`src/rtl/complex_incr_engine_if.sv`:
```
// rtl/complex_incr_engine_if.sv - command and status bus of the complex increment engine
interface complex_incr_engine_if #(
    parameter int NUM_CH = 4,
    parameter int WIDTH  = 16
);
    localparam int CH_W = (NUM_CH > 1) ? $clog2(NUM_CH) : 1;

    logic                    cmd_valid;
    logic                    cmd_ready;
    logic [CH_W-1:0]         cmd_ch;
    logic                    cmd_type;
    logic                    cmd_clr;
    logic [NUM_CH-1:0]       busy;
    logic [NUM_CH-1:0]       done;
    logic [NUM_CH*WIDTH-1:0] ch_x;
    logic [NUM_CH*WIDTH-1:0] ch_y;

    modport master (
        output cmd_valid, cmd_ch, cmd_type, cmd_clr,
        input  cmd_ready, busy, done, ch_x, ch_y
    );

    modport slave (
        input  cmd_valid, cmd_ch, cmd_type, cmd_clr,
        output cmd_ready, busy, done, ch_x, ch_y
    );
endinterface

```
`src/rtl/complex_incr_engine.sv`:
```
// rtl/complex_incr_engine.sv - per-channel complex counters stepped REPEAT times, INTERVAL cycles apart; optional macro COMPLEX_INCR_SATURATE_EN
module complex_incr_engine #(
    parameter int NUM_CH   = 4,
    parameter int WIDTH    = 16,
    parameter int REPEAT   = 5,
    parameter int INTERVAL = 10
) (
    input  logic                  clk,
    input  logic                  rst_n,
    complex_incr_engine_if.slave  bus
);
    localparam int CH_W  = (NUM_CH > 1) ? $clog2(NUM_CH) : 1;
    localparam int CNT_W = (REPEAT > 1) ? $clog2(REPEAT) : 1;
    localparam int TMR_W = (INTERVAL > 2) ? $clog2(INTERVAL - 1) : 1;

    // Remaining increments after the first one of a run.
    localparam logic [CNT_W-1:0] CNT_LOAD = CNT_W'(REPEAT - 1);
    // WAIT lasts INTERVAL-1 cycles: loaded value plus the terminal zero cycle.
    localparam logic [TMR_W-1:0] TMR_LOAD = TMR_W'((INTERVAL >= 2) ? (INTERVAL - 2) : 0);

    typedef enum logic [1:0] {
        S_IDLE = 2'd0,
        S_RUN  = 2'd1,
        S_WAIT = 2'd2
    } state_t;

    function automatic logic [WIDTH-1:0] step(input logic [WIDTH-1:0] v);
`ifdef COMPLEX_INCR_SATURATE_EN
        step = (v == {WIDTH{1'b1}}) ? v : v + WIDTH'(1);
`else
        step = v + WIDTH'(1);
`endif
    endfunction

    logic [NUM_CH-1:0] idle_vec;
    logic [NUM_CH-1:0] busy_vec;
    logic [NUM_CH-1:0] done_vec;
    logic              ready;

    // A command is only accepted by the addressed channel, and only while it is idle.
    always_comb begin
        ready = 1'b0;
        for (int n = 0; n < NUM_CH; n++) begin
            if (bus.cmd_ch == CH_W'(n)) begin
                ready = idle_vec[n];
            end
        end
    end

    assign bus.cmd_ready = ready;
    assign bus.busy      = busy_vec;
    assign bus.done      = done_vec;

    for (genvar n = 0; n < NUM_CH; n++) begin : g_ch
        state_t           state, state_nxt;
        logic [WIDTH-1:0] x, x_nxt;
        logic [WIDTH-1:0] y, y_nxt;
        logic             typ, typ_nxt;
        logic [CNT_W-1:0] cnt, cnt_nxt;
        logic [TMR_W-1:0] tmr, tmr_nxt;
        logic             done_q, done_nxt;
        logic             accept;

        assign accept = bus.cmd_valid && (bus.cmd_ch == CH_W'(n)) && (state == S_IDLE);

        // Channel state register; reset aborts any run without a done pulse.
        always_ff @(posedge clk or negedge rst_n) begin
            if (!rst_n) begin
                state  <= S_IDLE;
                x      <= '0;
                y      <= '0;
                typ    <= 1'b0;
                cnt    <= '0;
                tmr    <= '0;
                done_q <= 1'b0;
            end else begin
                state  <= state_nxt;
                x      <= x_nxt;
                y      <= y_nxt;
                typ    <= typ_nxt;
                cnt    <= cnt_nxt;
                tmr    <= tmr_nxt;
                done_q <= done_nxt;
            end
        end

        // Next-state: accept in IDLE, increment in RUN, pace increments in WAIT.
        always_comb begin
            state_nxt = state;
            x_nxt     = x;
            y_nxt     = y;
            typ_nxt   = typ;
            cnt_nxt   = cnt;
            tmr_nxt   = tmr;
            done_nxt  = 1'b0;
            case (state)
                S_IDLE: begin
                    if (accept) begin
                        if (bus.cmd_clr) begin
                            x_nxt = '0;
                            y_nxt = '0;
                        end else begin
                            typ_nxt   = bus.cmd_type;
                            cnt_nxt   = CNT_LOAD;
                            state_nxt = S_RUN;
                        end
                    end
                end
                S_RUN: begin
                    if (typ) begin
                        y_nxt = step(y);
                    end else begin
                        x_nxt = step(x);
                    end
                    if (cnt == '0) begin
                        state_nxt = S_IDLE;
                        done_nxt  = 1'b1;
                    end else begin
                        cnt_nxt = cnt - CNT_W'(1);
                        if (INTERVAL == 1) begin
                            state_nxt = S_RUN;
                        end else begin
                            tmr_nxt   = TMR_LOAD;
                            state_nxt = S_WAIT;
                        end
                    end
                end
                S_WAIT: begin
                    if (tmr == '0) begin
                        state_nxt = S_RUN;
                    end else begin
                        tmr_nxt = tmr - TMR_W'(1);
                    end
                end
                default: begin
                    state_nxt = S_IDLE;
                end
            endcase
        end

        assign idle_vec[n]                  = (state == S_IDLE);
        assign busy_vec[n]                  = (state != S_IDLE);
        assign done_vec[n]                  = done_q;
        assign bus.ch_x[n*WIDTH +: WIDTH]   = x;
        assign bus.ch_y[n*WIDTH +: WIDTH]   = y;
    end
endmodule

```
`src/flat_wrapper.sv`:
```
// flat-port wrapper written by rule: the top's interface ports become plain ports
module complex_incr_engine_flat 
#(
    parameter int NUM_CH   = 4,
    parameter int WIDTH    = 16,
    parameter int REPEAT   = 5,
    parameter int INTERVAL = 10
)
  (clk, rst_n, bus_cmd_valid, bus_cmd_ch, bus_cmd_type, bus_cmd_clr, bus_cmd_ready, bus_busy, bus_done, bus_ch_x, bus_ch_y);
  complex_incr_engine_if #(.NUM_CH(NUM_CH), .WIDTH(WIDTH)) bus_i ();
  input  logic clk;
  input  logic rst_n;
  input wire logic [$bits(bus_i.cmd_valid)-1:0] bus_cmd_valid;
  input wire logic [$bits(bus_i.cmd_ch)-1:0] bus_cmd_ch;
  input wire logic [$bits(bus_i.cmd_type)-1:0] bus_cmd_type;
  input wire logic [$bits(bus_i.cmd_clr)-1:0] bus_cmd_clr;
  output wire logic [$bits(bus_i.cmd_ready)-1:0] bus_cmd_ready;
  output wire logic [$bits(bus_i.busy)-1:0] bus_busy;
  output wire logic [$bits(bus_i.done)-1:0] bus_done;
  output wire logic [$bits(bus_i.ch_x)-1:0] bus_ch_x;
  output wire logic [$bits(bus_i.ch_y)-1:0] bus_ch_y;
  assign bus_i.cmd_valid = bus_cmd_valid;
  assign bus_i.cmd_ch = bus_cmd_ch;
  assign bus_i.cmd_type = bus_cmd_type;
  assign bus_i.cmd_clr = bus_cmd_clr;
  assign bus_cmd_ready = bus_i.cmd_ready;
  assign bus_busy = bus_i.busy;
  assign bus_done = bus_i.done;
  assign bus_ch_x = bus_i.ch_x;
  assign bus_ch_y = bus_i.ch_y;
  complex_incr_engine #(.NUM_CH(NUM_CH), .WIDTH(WIDTH), .REPEAT(REPEAT), .INTERVAL(INTERVAL)) u_core (.clk(clk), .rst_n(rst_n), .bus(bus_i));
endmodule
```
`config.mk`:
```
export PLATFORM = sky130hd
export DESIGN_NAME = complex_incr_engine_flat
export DESIGN_NICKNAME = d
export VERILOG_FILES = /design/src/rtl/complex_incr_engine_if.sv /design/src/rtl/complex_incr_engine.sv /design/src/flat_wrapper.sv
export SDC_FILE = /design/constraint.sdc
export NUM_CORES = 1
export LEC_CHECK = 0
export CAP_MARGIN = 10
export CELL_PAD_IN_SITES_DETAIL_PLACEMENT = 0
export CELL_PAD_IN_SITES_GLOBAL_PLACEMENT = 2
export CORE_UTILIZATION = 31
export DETAILED_ROUTE_END_ITERATION = 8
export GPL_TIMING_DRIVEN = 0
export HOLD_SLACK_MARGIN = 0.03
export PLACE_DENSITY_LB_ADDON = 0.15
export SLEW_MARGIN = 20
export SYNTH_ARGS = -nofsm -noshare
export SYNTH_HDL_FRONTEND = slang
export SYNTH_SLANG_ARGS = --single-unit
```
`constraint.sdc`:
```
create_clock -name clk -period 1.75 [get_ports clk]
set_input_delay 0.525 -clock clk [delete_from_list [all_inputs] [get_ports clk]]
set_output_delay 0.525 -clock clk [all_outputs]
set_load 0.03 [all_outputs]
```
==> results of run 1 <==
==> kinds of logic (layout without fill, tap and decap cells) <==
group / Yosys count / after routing / synth area share, %
AOI/OAI and AO/OA: 306 / 308 / 19.45
xor gates and xnor gates: 1 / 1 / 0.08752
adders and majority gates: 40 / 40 / 5.000
muxes: 26 / 26 / 2.662
and+or+nand+nor: 427 / 428 / 25.31
DFF: 172 / 172 / 43.00
buffers and inverters: 106 / 433 / 4.487
==> routing by layer <==
metal,GRT usage [%],up-vias,wire (um)
met2,32.58,172,16060
met5,0,-,0
met4,4.441,0,414
met3,3.911,26,1116
li1,-,4753,-
met1,26.41,4998,15820
==> report_power, final <==
part,switching (mW),internal (mW)
Sequential,0.923,4.77
Clock,1.77,2.15
Combinational,6.87,6.60
Total,9.57,13.5
==> stage by stage <==
| step | cell area, um^2 | setup WS, ns | hold WS (ns) |
|---|---|---|---|
| 2_1_floorplan | 10250 | -0.05727 | 0.2294 |
| 3_3_place_gp | 12170 | -8.816 | 0.4737 |
| 3_5_place_dp | 12230 | -1.408 | 0.4072 |
| 4_1_cts | 14490 | -0.4712 | 0.4010 |
| 5_1_grt | 15730 | -0.5209 | 0.4198 |
| 6_report | 15730 | -0.4278 | 0.4273 |
==> critical path, delay by kind of cell (launching register included) <==
kind / cells / cell delay [ns]
flops: 1 / 0.39
compound gates: 1 / 0.18
simple gates: 2 / 0.26
buf+inv: 2 / 0.24
fa+ha+maj: 1 / 0.14
==> Yosys cell counts (17+ instances only) <==
library cell,n,area share (%)
nand2b_1,43,2.7
nand4_1,27,1.7
nand3_1,61,3.0
or3_1,20,1.3
and4_1,18,1.6
dfrtp_1,172,43
clkbuf_1,23,0.86
mux2i_1,21,2.1
buf_2,23,1.1
nand2_1,83,3.1
o31ai_1,74,5.5
a21oi_1,102,5.1
o21ai_0,59,2.9
or4_1,72,5.4
inv_1,52,2.0
and3_1,17,1.1
ha_1,40,5.0
==> layout make-up <==
| class | instances | share of cell area [%] |
|---|---|---|
| Buffer | 50 | 4.001 |
| Clock buffer | 18 | 2.792 |
| Tap cell | 402 | 3.198 |
| Multi-Input combinational cell | 803 | 42.82 |
| Timing Repair Buffer | 298 | 17.06 |
| Clock inverter | 14 | 0.9228 |
| Sequential cell | 172 | 27.81 |
| Inverter | 53 | 1.400 |
==> flip-flops by register name (all words and copies together) (netlist names) <==
signal              cells
u_core.g_ch.cnt        12
u_core.g_ch.x          64
u_core.g_ch.tmr        16
u_core.g_ch.typ         4
u_core.g_ch.state       8
u_core.g_ch.y          64
u_core.g_ch.done_q      4
==> worst max path at each step <==
stage	startpoint	endpoint	slack, ns	depth (start not counted)
after floorplan	bus_cmd_clr	u_core.g_ch[1].y[9]	-0.06	6
final	u_core.g_ch[0].state[0]	bus_cmd_ready	-0.43	6
after global routing	u_core.g_ch[0].state[0]	bus_cmd_ready	-0.52	6
after CTS	u_core.g_ch[0].state[0]	bus_cmd_ready	-0.47	6
after detailed placement	bus_cmd_ch[1]	bus_cmd_ready	-1.41	6
after global placement	rst_n	u_core.g_ch[3].y[0]	-8.82	1
==> what timing repair did <==
item	in CTS	in global routing
setup buffers	87	56
gates cloned	13	10
resized for setup	793	377
hold endpoints to repair	29	0
hold buffers	1	0
setup endpoints to repair	293	255
pin swaps	94	102
==> summary.md, run 1 <==
| Metric | Value |
|---|---|
| Finished Core Util | 49.72% |
| Register area | 4374 um^2 |
| Peak VDD IR | 781.6 uV |
| Post-synthesis register bit count | 172 |
| Gp weighted congestion | 0.7496 |
| Depth of the most critical reg-to-reg path | 9 |
| Drt wl/cell | 18.46 um |
| Worst setup EP type | primary output |
| RSZ-0062 raised after global routing | yes |
| Sum Neg Setup Slack | -21.73 ns |
| Mean Syn Cell Area | 9.285 um^2 |
| CTS sink count | 172 |
| Arrival @ worst endpoint | 1.65 ns |
| Max clock buf depth | 2 |
| Final setup margin | -0.4278 ns |
| Total Die Area | 33010 um^2 |
| Die Ht | 181.7 um |
| Slew Limit Headroom | 57.42% |
| TritonCTS buffer count | 17 |
| Clock-pin slew on the worst setup and hold paths | 0.07 ns |
| Total Wirelength | 33410 um |
| R2R Path End | u_core.g_ch[2].y[14] |
| Req. time, crit path | 1.22 ns |
| Mapped Nets | 1125 |
| CTS H-tree lvls | 4 |
| Hold EP | u_core.g_ch[0].typ |
| Global-route wire length before repair | 52160 um |
| Failing checks | negative setup slack |
| Remaining Overflow, GRT | 0 |
| Endpoints failing setup | 136 |
| CTS tree | built |
| Hold wc startpoint | bus_cmd_clr |
| Post-route non-filler standard cell count | 1810 |
| Final period utilization | 124.4% |
| Final hold vios | 0 |
| Detailed router's first-iteration violation count | 515 |
| Via density | 5.497 |
| Setup Skew | 0.008436 ns |
| Vias in the first global route | 9609 |
| Static Leak | 6.513 nW |
| Initial antenna violation count | 0 |
| Hold path depth | 3 |
| Commonest non-fill, non-tap cell in the layout | dfrtp_1 |
| Area Growth Syn to Fin | 57.14% |
| Post-synth EDFFs | 0 |
| Crit Path Max Fanout | 3 |
| Core box area | 31640 um^2 |
| Pwr Total | 23.09 mW |
| Total GRT Usage | 19.69% |
| Unique masters post-synth | 67 |
| Crit path launch type | register |
| # port buffers | 141 |
| CTS root buffer | clkbuf_16 |
| DRC errors left | 0 |
| Clk Latency, worst-skew pair | 0.45 ns |
| Die Span X | 181.7 um |
| Synth Instances | 1078 |
| Highest-delay cell along the critical path | dfrtp_1 |
| Mapped cell area | 10010 um^2 |
| Worst R2R Setup Slack | -0.38 ns |
| Initial Utilization | 31.64% |
| Placed insts | 1623 |
| Most frequent cells in the layout | 116 x dfrtp_1, 98 x buf_2, 86 x buf_4 |
| Min Tclk post-route | 2.178 ns |
| Multi-input gate area | 6735 um^2 |
| Final #Nets | 1442 |
| Ys async rst share | 100.0% |
| Sequential area share after synthesis | 43.00% |
| DRT Pass-1 Iters | 7 |
| Number of fill cells in the layout | 3009 |
| Hold Crit Class | in2reg |
| Largest net degree at the start of global routing | 80 |
| Max incr delay on CP | 0.39 ns |
| Critical setup path kind | reg2out |
| Max-cap check violation count | 0 |
| Io pins | 144 |
| Vias | 9949 |
| Syn. warnings | 0 |
| Measured slew at the worst slew-check pin | 0.6372 ns |
| Status | complete, but fails checks |
| Routed Antenna Nets | 0 |
| Antenna diodes | 0 |
| Hpwl dp | 20290 um |
| F_max | 0.4592 GHz |
| Reg-to-Reg Start | u_core.g_ch[2].state[0] |
| Main flop type after synthesis | dfrtp_1 |
| Power per cell area | 1468 nW/um^2 |
| Max-slew violations | 0 |
| Crit-path cells | inv_2 > ha_4 > nor2b_4 > nor3_4 > a31oi_4 > buf_6 |
| Num rows | 65 |
| Layout cell share with drive strength beyond 1 | 48.37% |
Power figures use the tool's default switching activity.
==> run 2, diff against run 1 <==
--- a/config.mk
+++ b/config.mk
@@ -5,12 +5,12 @@
 export SDC_FILE = /design/constraint.sdc
 export NUM_CORES = 1
 export LEC_CHECK = 0
+export ABC_AREA = 1
 export CAP_MARGIN = 10
 export CELL_PAD_IN_SITES_DETAIL_PLACEMENT = 0
 export CELL_PAD_IN_SITES_GLOBAL_PLACEMENT = 2
-export CORE_UTILIZATION = 31
+export CORE_UTILIZATION = 28
 export DETAILED_ROUTE_END_ITERATION = 8
-export GPL_TIMING_DRIVEN = 0
 export HOLD_SLACK_MARGIN = 0.03
 export PLACE_DENSITY_LB_ADDON = 0.15
 export SLEW_MARGIN = 20
==> run 2 against run 1 <==
Effect of this change: the run ends with design-rule violations, negative setup slack left; sequential cell count unchanged; synthesized cell count is 31% higher; sequential power fell by 20%; final area shrank 1.8%; global-route usage is 3.4 points lower; largest cell class unchanged; area after synthesis grew 2.4%.
==> summary.md, run 2 <==
| Metric | Value |
|---|---|
| Status | complete, but fails checks |
| Failing checks | design-rule violations, negative setup slack |
| Max-cap check violation count | 0 (unchanged) |
| Drt wl/cell | 13.80 um (-25%) |
| Final #Nets | 1830 (+27%) |
| Hold path depth | 2 (-1) |
| Max clock buf depth | 2 (unchanged) |
| R2R Path End | u_core.g_ch[0].y[10] |
| Syn. warnings | 0 (unchanged) |
| CTS root buffer | clkbuf_16 |
| Clk Latency, worst-skew pair | 0.44 ns (about the same) |
| Synth top area cells | dfrtp_1 42%, nand2_1 14%, nor2_1 7.4%, nand3_1 6.9%, inv_1 5.7% |
| Most frequent cell after synthesis | nand2_1 |
| Detailed router's first-iteration violation count | 359 (-30%) |
| Routed Antenna Nets | 0 (unchanged) |
| Arrival @ worst endpoint | 1.53 ns (-0.12 ns) |
| Mean Syn Cell Area | 7.260 um^2 (-22%) |
| Number of fill cells in the layout | 3628 (+21%) |
| Gp weighted congestion | 0.7897 (+5.3%) |
| Placed insts | 2166 (+33%) |
| Post-synthesis xor/xnor area fraction | 1.623% (+1.5 points) |
| Total GRT Usage | 16.26% (-3.4 points) |
| Met2 WL post-DR | 14910 um (-7.1%) |
| TritonCTS buffer count | 17 (unchanged) |
| Post-synthesis register bit count | 172 (unchanged) |
| Peak VDD IR | 725.4 uV (-7.2%) |
| Synth top cells by count | 392 x nand2_1, 202 x nor2_1, 172 x dfrtp_1 |
| Placement Setup Slack | -0.4928 ns (+0.9157 ns) |
| Met3 wire length | 712 um (-36%) |
| Global-route wire length before repair | 49560 um (-5.0%) |
| Hpwl dp | 21410 um (+5.5%) |
| Vias in the first global route | 9909 (+3.1%) |
| DRT Pass-1 Iters | 6 (-1) |
| Share of the synthesized area in the top cell type | 41.99% (-1.0 points) |
| Total Wirelength | 31130 um (-6.8%) |
| Final period utilization | 117.3% (-7.1 points) |
| Finished Core Util | 43.11% (-6.6 points) |
| Largest net degree at the start of global routing | 38 (-53%) |
| Yosys top cell by area | dfrtp_1 |
| CTS H-tree lvls | 4 (unchanged) |
| Req. time, crit path | 1.22 ns (about the same) |
| Unique masters post-synth | 38 (-43%) |
| Die Ht | 193.3 um (+6.4%) |
| Via density | 4.508 (-18%) |
| Main flop type after synthesis | dfrtp_1 |
| Multiplexer share of the synthesized area | 0% (-2.7 points) |
| Crit Path Max Fanout | 3 (unchanged) |
| Core box area | 35830 um^2 (+13%) |
| Final hold vios | 0 (unchanged) |
| Mapped Nets | 1459 (+30%) |
| Reg-to-Reg Start | u_core.g_ch[0].state[1] |
| Ys async rst share | 100.0% (unchanged) |
| Top sig layer | met4 |
| Critical setup path kind | reg2out |
| Multi-input gate area | 5720 um^2 (-15%) |
| Layout cell share with drive strength beyond 1 | 28.13% (-20 points) |
| Vias | 10170 (+2.2%) |
| CTS sink count | 172 (unchanged) |
| Die Span X | 193.3 um (+6.4%) |
| Power per cell area | 950.2 nW/um^2 (-35%) |
| Io pins | 144 (unchanged) |
| Endpoints failing setup | 15 (-89%) |
| Minimum hold slack | 0.4822 ns (+0.05485 ns) |
| Simple-gate share of the synthesized area | 33.89% (+8.6 points) |
| # port buffers | 143 (+1.4%) |
| Area Growth Syn to Fin | 50.68% |
| Initial Utilization | 28.61% (-3.0 points) |
| Remaining Overflow, GRT | 0 (unchanged) |
| Max-slew violations | 0 (unchanged) |
| DRC errors left | 5 (+5) |
| Slew Limit Headroom | 77.80% (+20 points) |
| Synth Instances | 1412 (+31%) |
| Worst setup EP type | primary output |
| Commonest non-fill, non-tap cell in the layout | nand2_1 |
| Setup Skew | 0.01007 ns (+0.001635 ns) |
| Antenna diodes | 0 (unchanged) |
| Complex-gate fraction of the synthesized area | 9.594% (-9.9 points) |
| Register area | 4308 um^2 (-1.5%) |
| Hold EP | u_core.g_ch[0].tmr[1] |
| Metal-1 WL | 15210 um (-3.8%) |
| Post-synth EDFFs | 0 (unchanged) |
| Final setup margin | -0.3028 ns (+0.1250 ns) |
| Most frequent cells in the layout | 359 x nand2_1, 192 x nor2_1, 180 x buf_4 |
| Pwr Total | 14.68 mW (-36%) |
| Hold Crit Class | reg2reg |
| Static Leak | 7.457 nW (+14%) |
| Sequential area share after synthesis | 41.99% (-1.0 points) |
| Min Tclk post-route | 2.053 ns (-0.1250 ns) |
| Worst R2R Setup Slack | -0.06 ns (+0.32 ns) |
| Initial antenna violation count | 0 (unchanged) |
| Num rows | 69 (+6.2%) |
| CTS tree | built |
| Total Die Area | 37380 um^2 (+13%) |
| Post-route non-filler standard cell count | 2256 (+25%) |
| Mapped cell area | 10250 um^2 (+2.4%) |
| Hold wc startpoint | u_core.g_ch[0].tmr[1] |
| Largest family of logic cells by synthesized area | simple AND/OR/NAND/NOR gates |
| RSZ-0062 raised after global routing | yes |
| Fraction of the mapped netlist area in adder cells | 4.882% (-0.12 points) |
| Clock-pin slew on the worst setup and hold paths | 0.07 ns (about the same) |
| F_max | 0.4871 GHz (+6.1%) |
| Depth of the most critical reg-to-reg path | 13 (+4) |
| Measured slew at the worst slew-check pin | 0.3318 ns (-0.3054 ns) |
| Largest regs | u_core.g_ch.x x64, u_core.g_ch.y x64, u_core.g_ch.tmr x16 |
| Crit path launch type | register |
## run 2: cell count changes after synthesis, sizes merged, moves of 18 or more
| cell | change |
|---|---|
| nand4 | +25 |
| nand2 | +315 |
| nand3 | +81 |
| or4 | -72 |
| mux2i | -21 |
| and4 | -18 |
| o31ai | -67 |
| nand2b | -43 |
| inv | +105 |
| a21oi | -38 |
| or3 | -20 |
| nor2 | +188 |
| o21ai | +32 |
## run 2: critical path, stage by stage, from the launching register on
cell	delay [ns]
dfrtp_1	0.40
inv_2	0.08
ha_4	0.16
buf_4	0.13
inv_4	0.04
buf_4	0.14
buf_12	0.13
## run 2: worst max path at each step
stage | startpoint | endpoint | slack, ns | cells after the start
after floorplan | u_core.g_ch[0].state[0] | u_core.g_ch[0].y[9] | 0.002 | 9
after global placement | bus_cmd_ch[1] | u_core.g_ch[0].y[12] | -0.46 | 9
after detailed placement | bus_cmd_ch[1] | u_core.g_ch[0].y[11] | -0.49 | 9
after CTS | u_core.g_ch[2].state[1] | bus_cmd_ready | -0.34 | 6
after global routing | u_core.g_ch[0].state[1] | bus_cmd_ready | -0.38 | 6
final | u_core.g_ch[2].state[1] | bus_busy[2] | -0.30 | 6
## run 2: report_power, final
part | internal (mW) | switching (mW) | total, mW
clock network | 2.60 | 1.73 | 4.33
logic | 2.58 | 3.24 | 5.82
registers | 4.30 | 0.229 | 4.53
total | 9.48 | 5.20 | 14.7
## run 2: metal layers
layer  global-route usage [%]  vias up
li1                         -     5301
met1                    21.17     4736
met2                    27.90      115
met3                    2.528       18
met4                    4.415        0
met5                        0        -
## run 2: kinds of logic (layout without fill, tap and decap cells)
group,Yosys count,after routing
buffers and inverters,191,572
adders and majority gates,40,40
DFF,172,172
xor gates and xnor gates,19,19
and+or+nand+nor,813,815
AOI/OAI and AO/OA,177,177
## run 2: final cells by class
cell class / instances / area share (%)
clock buffers: 19 / 2.932
clock inverters: 12 / 1.247
inverters: 158 / 3.921
flip-flops and latches: 172 / 27.89
multi-input cells: 1051 / 37.04
repair buffers: 383 / 23.24
well taps: 461 / 3.734
## run 2: stage by stage
| stage | area (um^2) | setup TNS (ns) |
|---|---|---|
| finish | 15450 | -1.423 |
| global route | 15450 | -4.679 |
| CTS | 14540 | -1.369 |
| detailed placement | 13630 | -58.08 |
| global placement | 13630 | -55.42 |
| floorplan | 10250 | 0 |
## run 2: timing repair
action,4_1_cts,5_1_grt
hold endpoints to repair,23,0
setup buffers,15,39
gates resized for setup,357,224
hold buffers,1,0
gates cloned,0,12
setup endpoints to repair,195,179
pin swaps,7,48
==> run 3, diff against run 2 <==
--- a/config.mk
+++ b/config.mk
@@ -10,9 +10,11 @@
 export CELL_PAD_IN_SITES_DETAIL_PLACEMENT = 0
 export CELL_PAD_IN_SITES_GLOBAL_PLACEMENT = 2
 export CORE_UTILIZATION = 28
+export CTS_CLUSTER_DIAMETER = 40
 export DETAILED_ROUTE_END_ITERATION = 8
 export HOLD_SLACK_MARGIN = 0.03
 export PLACE_DENSITY_LB_ADDON = 0.15
+export SKIP_LAST_GASP = 1
 export SLEW_MARGIN = 20
 export SYNTH_ARGS = -nofsm -noshare
 export SYNTH_HDL_FRONTEND = slang
==> run 3 against run 2 <==
Effect of this change: the run still ends with design-rule violations, negative setup slack left; non-clock buffer count decreased by 1; core utilization down 0.14 points; final area decreased by 0.32%; first-iteration DRC count rose by 5.8%; fmax is essentially flat; clock skew is 0.00067 ns higher; combinational power is essentially flat; routed wire length decreased by 0.30%; cell count is essentially flat; count of clock-buffer cells in the layout is the same.
==> summary.md, run 3 (same netlist as run 2, synthesis figures left out) <==
| Metric | Value |
|---|---|
| Commonest non-fill, non-tap cell in the layout | nand2_1 |
| CTS H-tree lvls | 4 (unchanged) |
| Die Ht | 193.3 um (unchanged) |
| Largest regs | u_core.g_ch.x x64, u_core.g_ch.y x64, u_core.g_ch.tmr x16 |
| Gp weighted congestion | 0.7897 (unchanged) |
| Post-route non-filler standard cell count | 2255 (-0.044%) |
| Max incr delay on CP | 0.40 ns (about the same) |
| Clock-pin slew on the worst setup and hold paths | 0.07 ns (about the same) |
| Initial Utilization | 28.61% (unchanged) |
| Global-route wire length before repair | 49560 um (unchanged) |
| Max-cap check violation count | 0 (unchanged) |
| Critical setup path kind | reg2out |
| Max-slew violations | 0 (unchanged) |
| CTS tree | built |
| Measured slew at the worst slew-check pin | 0.3398 ns (+0.008017 ns) |
| CTS sink count | 172 (unchanged) |
| Critical Path Most Common Cell | buf_4 |
| Worst setup EP type | primary output |
| Final hold vios | 0 (unchanged) |
| Vias in the first global route | 9910 (+0.010%) |
| Min Tclk post-route | 2.053 ns (-0.0001390 ns) |
| DRC errors left | 5 (unchanged) |
| Crit-path leading delay family | buffers and inverters |
| Num rows | 69 (unchanged) |
| # port buffers | 143 (unchanged) |
| Final Cell Area | 15400 um^2 (-0.32%) |
| Placement Setup Slack | -0.4928 ns (unchanged) |
| Largest net degree at the start of global routing | 38 (unchanged) |
| Met3 wire length | 695 um (-2.4%) |
| Core box area | 35830 um^2 (unchanged) |
| Sum Neg Setup Slack | -1.389 ns (+0.03429 ns) |
| Buf/Inv on CP | 5 (unchanged) |
| Total Die Area | 37380 um^2 (unchanged) |
| Arrival @ worst endpoint | 1.53 ns (about the same) |
| Endpoints failing setup | 14 (-1) |
| Hpwl dp | 21410 um (unchanged) |
| Drt wl/cell | 13.76 um (-0.25%) |
| Power per cell area | 953.3 nW/um^2 (+0.33%) |
| Io pins | 144 (unchanged) |
| Final #Nets | 1829 (-0.055%) |
| Hold Crit Class | reg2reg |
| TritonCTS buffer count | 17 (unchanged) |
| Finished Core Util | 42.97% (-0.14 points) |
| Req. time, crit path | 1.22 ns (about the same) |
| Total GRT Usage | 16.26% (unchanged) |
| Static Leak | 7.447 nW (-0.14%) |
| Max clock buf depth | 2 (unchanged) |
| Status | complete, but fails checks |
| Detailed router's first-iteration violation count | 380 (+5.8%) |
| Initial antenna violation count | 0 (unchanged) |
| Crit-path cells | inv_2 > ha_4 > buf_4 > inv_4 > buf_4 > buf_12 |
| Antenna diodes | 0 (unchanged) |
| DRT Pass-1 Iters | 6 (unchanged) |
| Number of fill cells in the layout | 3620 (-0.22%) |
| RSZ-0062 raised after global routing | yes |
| Failing checks | design-rule violations, negative setup slack |
| Die Span X | 193.3 um (unchanged) |
| Slew Limit Headroom | 77.43% (-0.36 points) |
| Final period utilization | 117.3% (about the same) |
| Most frequent cells in the layout | 361 x nand2_1, 193 x nor2_1, 180 x buf_4 |
| Routed Antenna Nets | 0 (unchanged) |
| Metal-1 WL | 15180 um (-0.18%) |
| Setup Skew | 0.01074 ns (+0.0006672 ns) |
| Clk Latency, worst-skew pair | 0.44 ns (about the same) |
| Via density | 4.497 (-0.24%) |
| CTS root buffer | clkbuf_16 |
| Total Wirelength | 31030 um (-0.30%) |
| Placed insts | 2166 (unchanged) |
| Layout cell share with drive strength beyond 1 | 27.54% (-0.60 points) |
| Crit Path Max Fanout | 3 (unchanged) |
| Crit path launch type | register |
| Vias | 10141 (-0.29%) |
| Top sig layer | met4 |
| Area of placed instances | 13630 um^2 (unchanged) |
| Remaining Overflow, GRT | 0 (unchanged) |
| Peak VDD IR | 725.5 uV (about the same) |
| Final setup margin | -0.3027 ns (+0.0001390 ns) |
| Area Growth Syn to Fin | 50.19% |
| Highest-delay cell along the critical path | dfrtp_1 |
| Met2 WL post-DR | 14870 um (-0.31%) |
| F_max | 0.4872 GHz (about the same) |
-- run 3: worst paths after layout --
path / start / endpoint / slack (ns) / cells past startpoint
min: u_core.g_ch[0].tmr[1] / u_core.g_ch[0].tmr[1] / 0.48 / 2
min in group asynchronous: rst_n / u_core.g_ch[1].y[0] / 0.55 / 2
max reg2reg: u_core.g_ch[0].state[1] / u_core.g_ch[0].y[10] / -0.05 / 13
min reg2reg: u_core.g_ch[0].tmr[1] / u_core.g_ch[0].tmr[1] / 0.48 / 2
max: u_core.g_ch[2].state[1] / bus_busy[2] / -0.30 / 6
max in group asynchronous: rst_n / u_core.g_ch[2].typ / 0.63 / 3
-- run 3: repair_timing --
action	in CTS	in global routing
hold buffers	1	0
gates resized for setup	352	213
setup buffers	15	38
pin swaps	7	44
endpoints found under the setup margin	195	181
endpoints found under the hold margin	23	0
gates cloned	0	12
-- run 3: area by class of cell --
type | instances | area, um^2 | area share [%]
Multi-Input combinational cell | 1051 | 5680 | 36.90
Sequential cell | 172 | 4308 | 27.98
Timing Repair Buffer | 382 | 3580 | 23.25
Inverter | 158 | 605.6 | 3.933
Tap cell | 461 | 576.8 | 3.746
Clock buffer | 19 | 452.9 | 2.942
Clock inverter | 12 | 192.7 | 1.252
-- run 3: through the flow --
step | total power, mW | hold slack, ns
2_1_floorplan | 7.342 | 0.2294
3_3_place_gp | 9.217 | 0.4657
3_5_place_dp | 9.246 | 0.4614
4_1_cts | 13.96 | 0.4876
5_1_grt | 15.60 | 0.5377
6_report | 14.68 | 0.4830
-- run 3: routing by layer --
layer | GRT usage, % | vias up
li1 | - | 5297
met1 | 21.17 | 4719
met2 | 27.90 | 107
met3 | 2.528 | 18
met4 | 4.415 | 0
met5 | 0 | -
-- run 3: where the power goes --
part / internal (mW) / switching, mW
registers: 4.30 / 0.229
clock network: 2.60 / 1.73
logic: 2.58 / 3.24
-- run 3: worst register-to-register path, cell delays in order (launching register included) --
cell and delay (ns):
dfrtp_1 0.37, inv_2 0.06, buf_4 0.13, buf_6 0.11, ha_4 0.18, inv_2 0.07, o21ai_2 0.06, buf_4 0.14
a21oi_4 0.14, buf_6 0.15, clkbuf_16 0.15, nand3_2 0.05, nand2_1 0.06, nor2_1 0.04
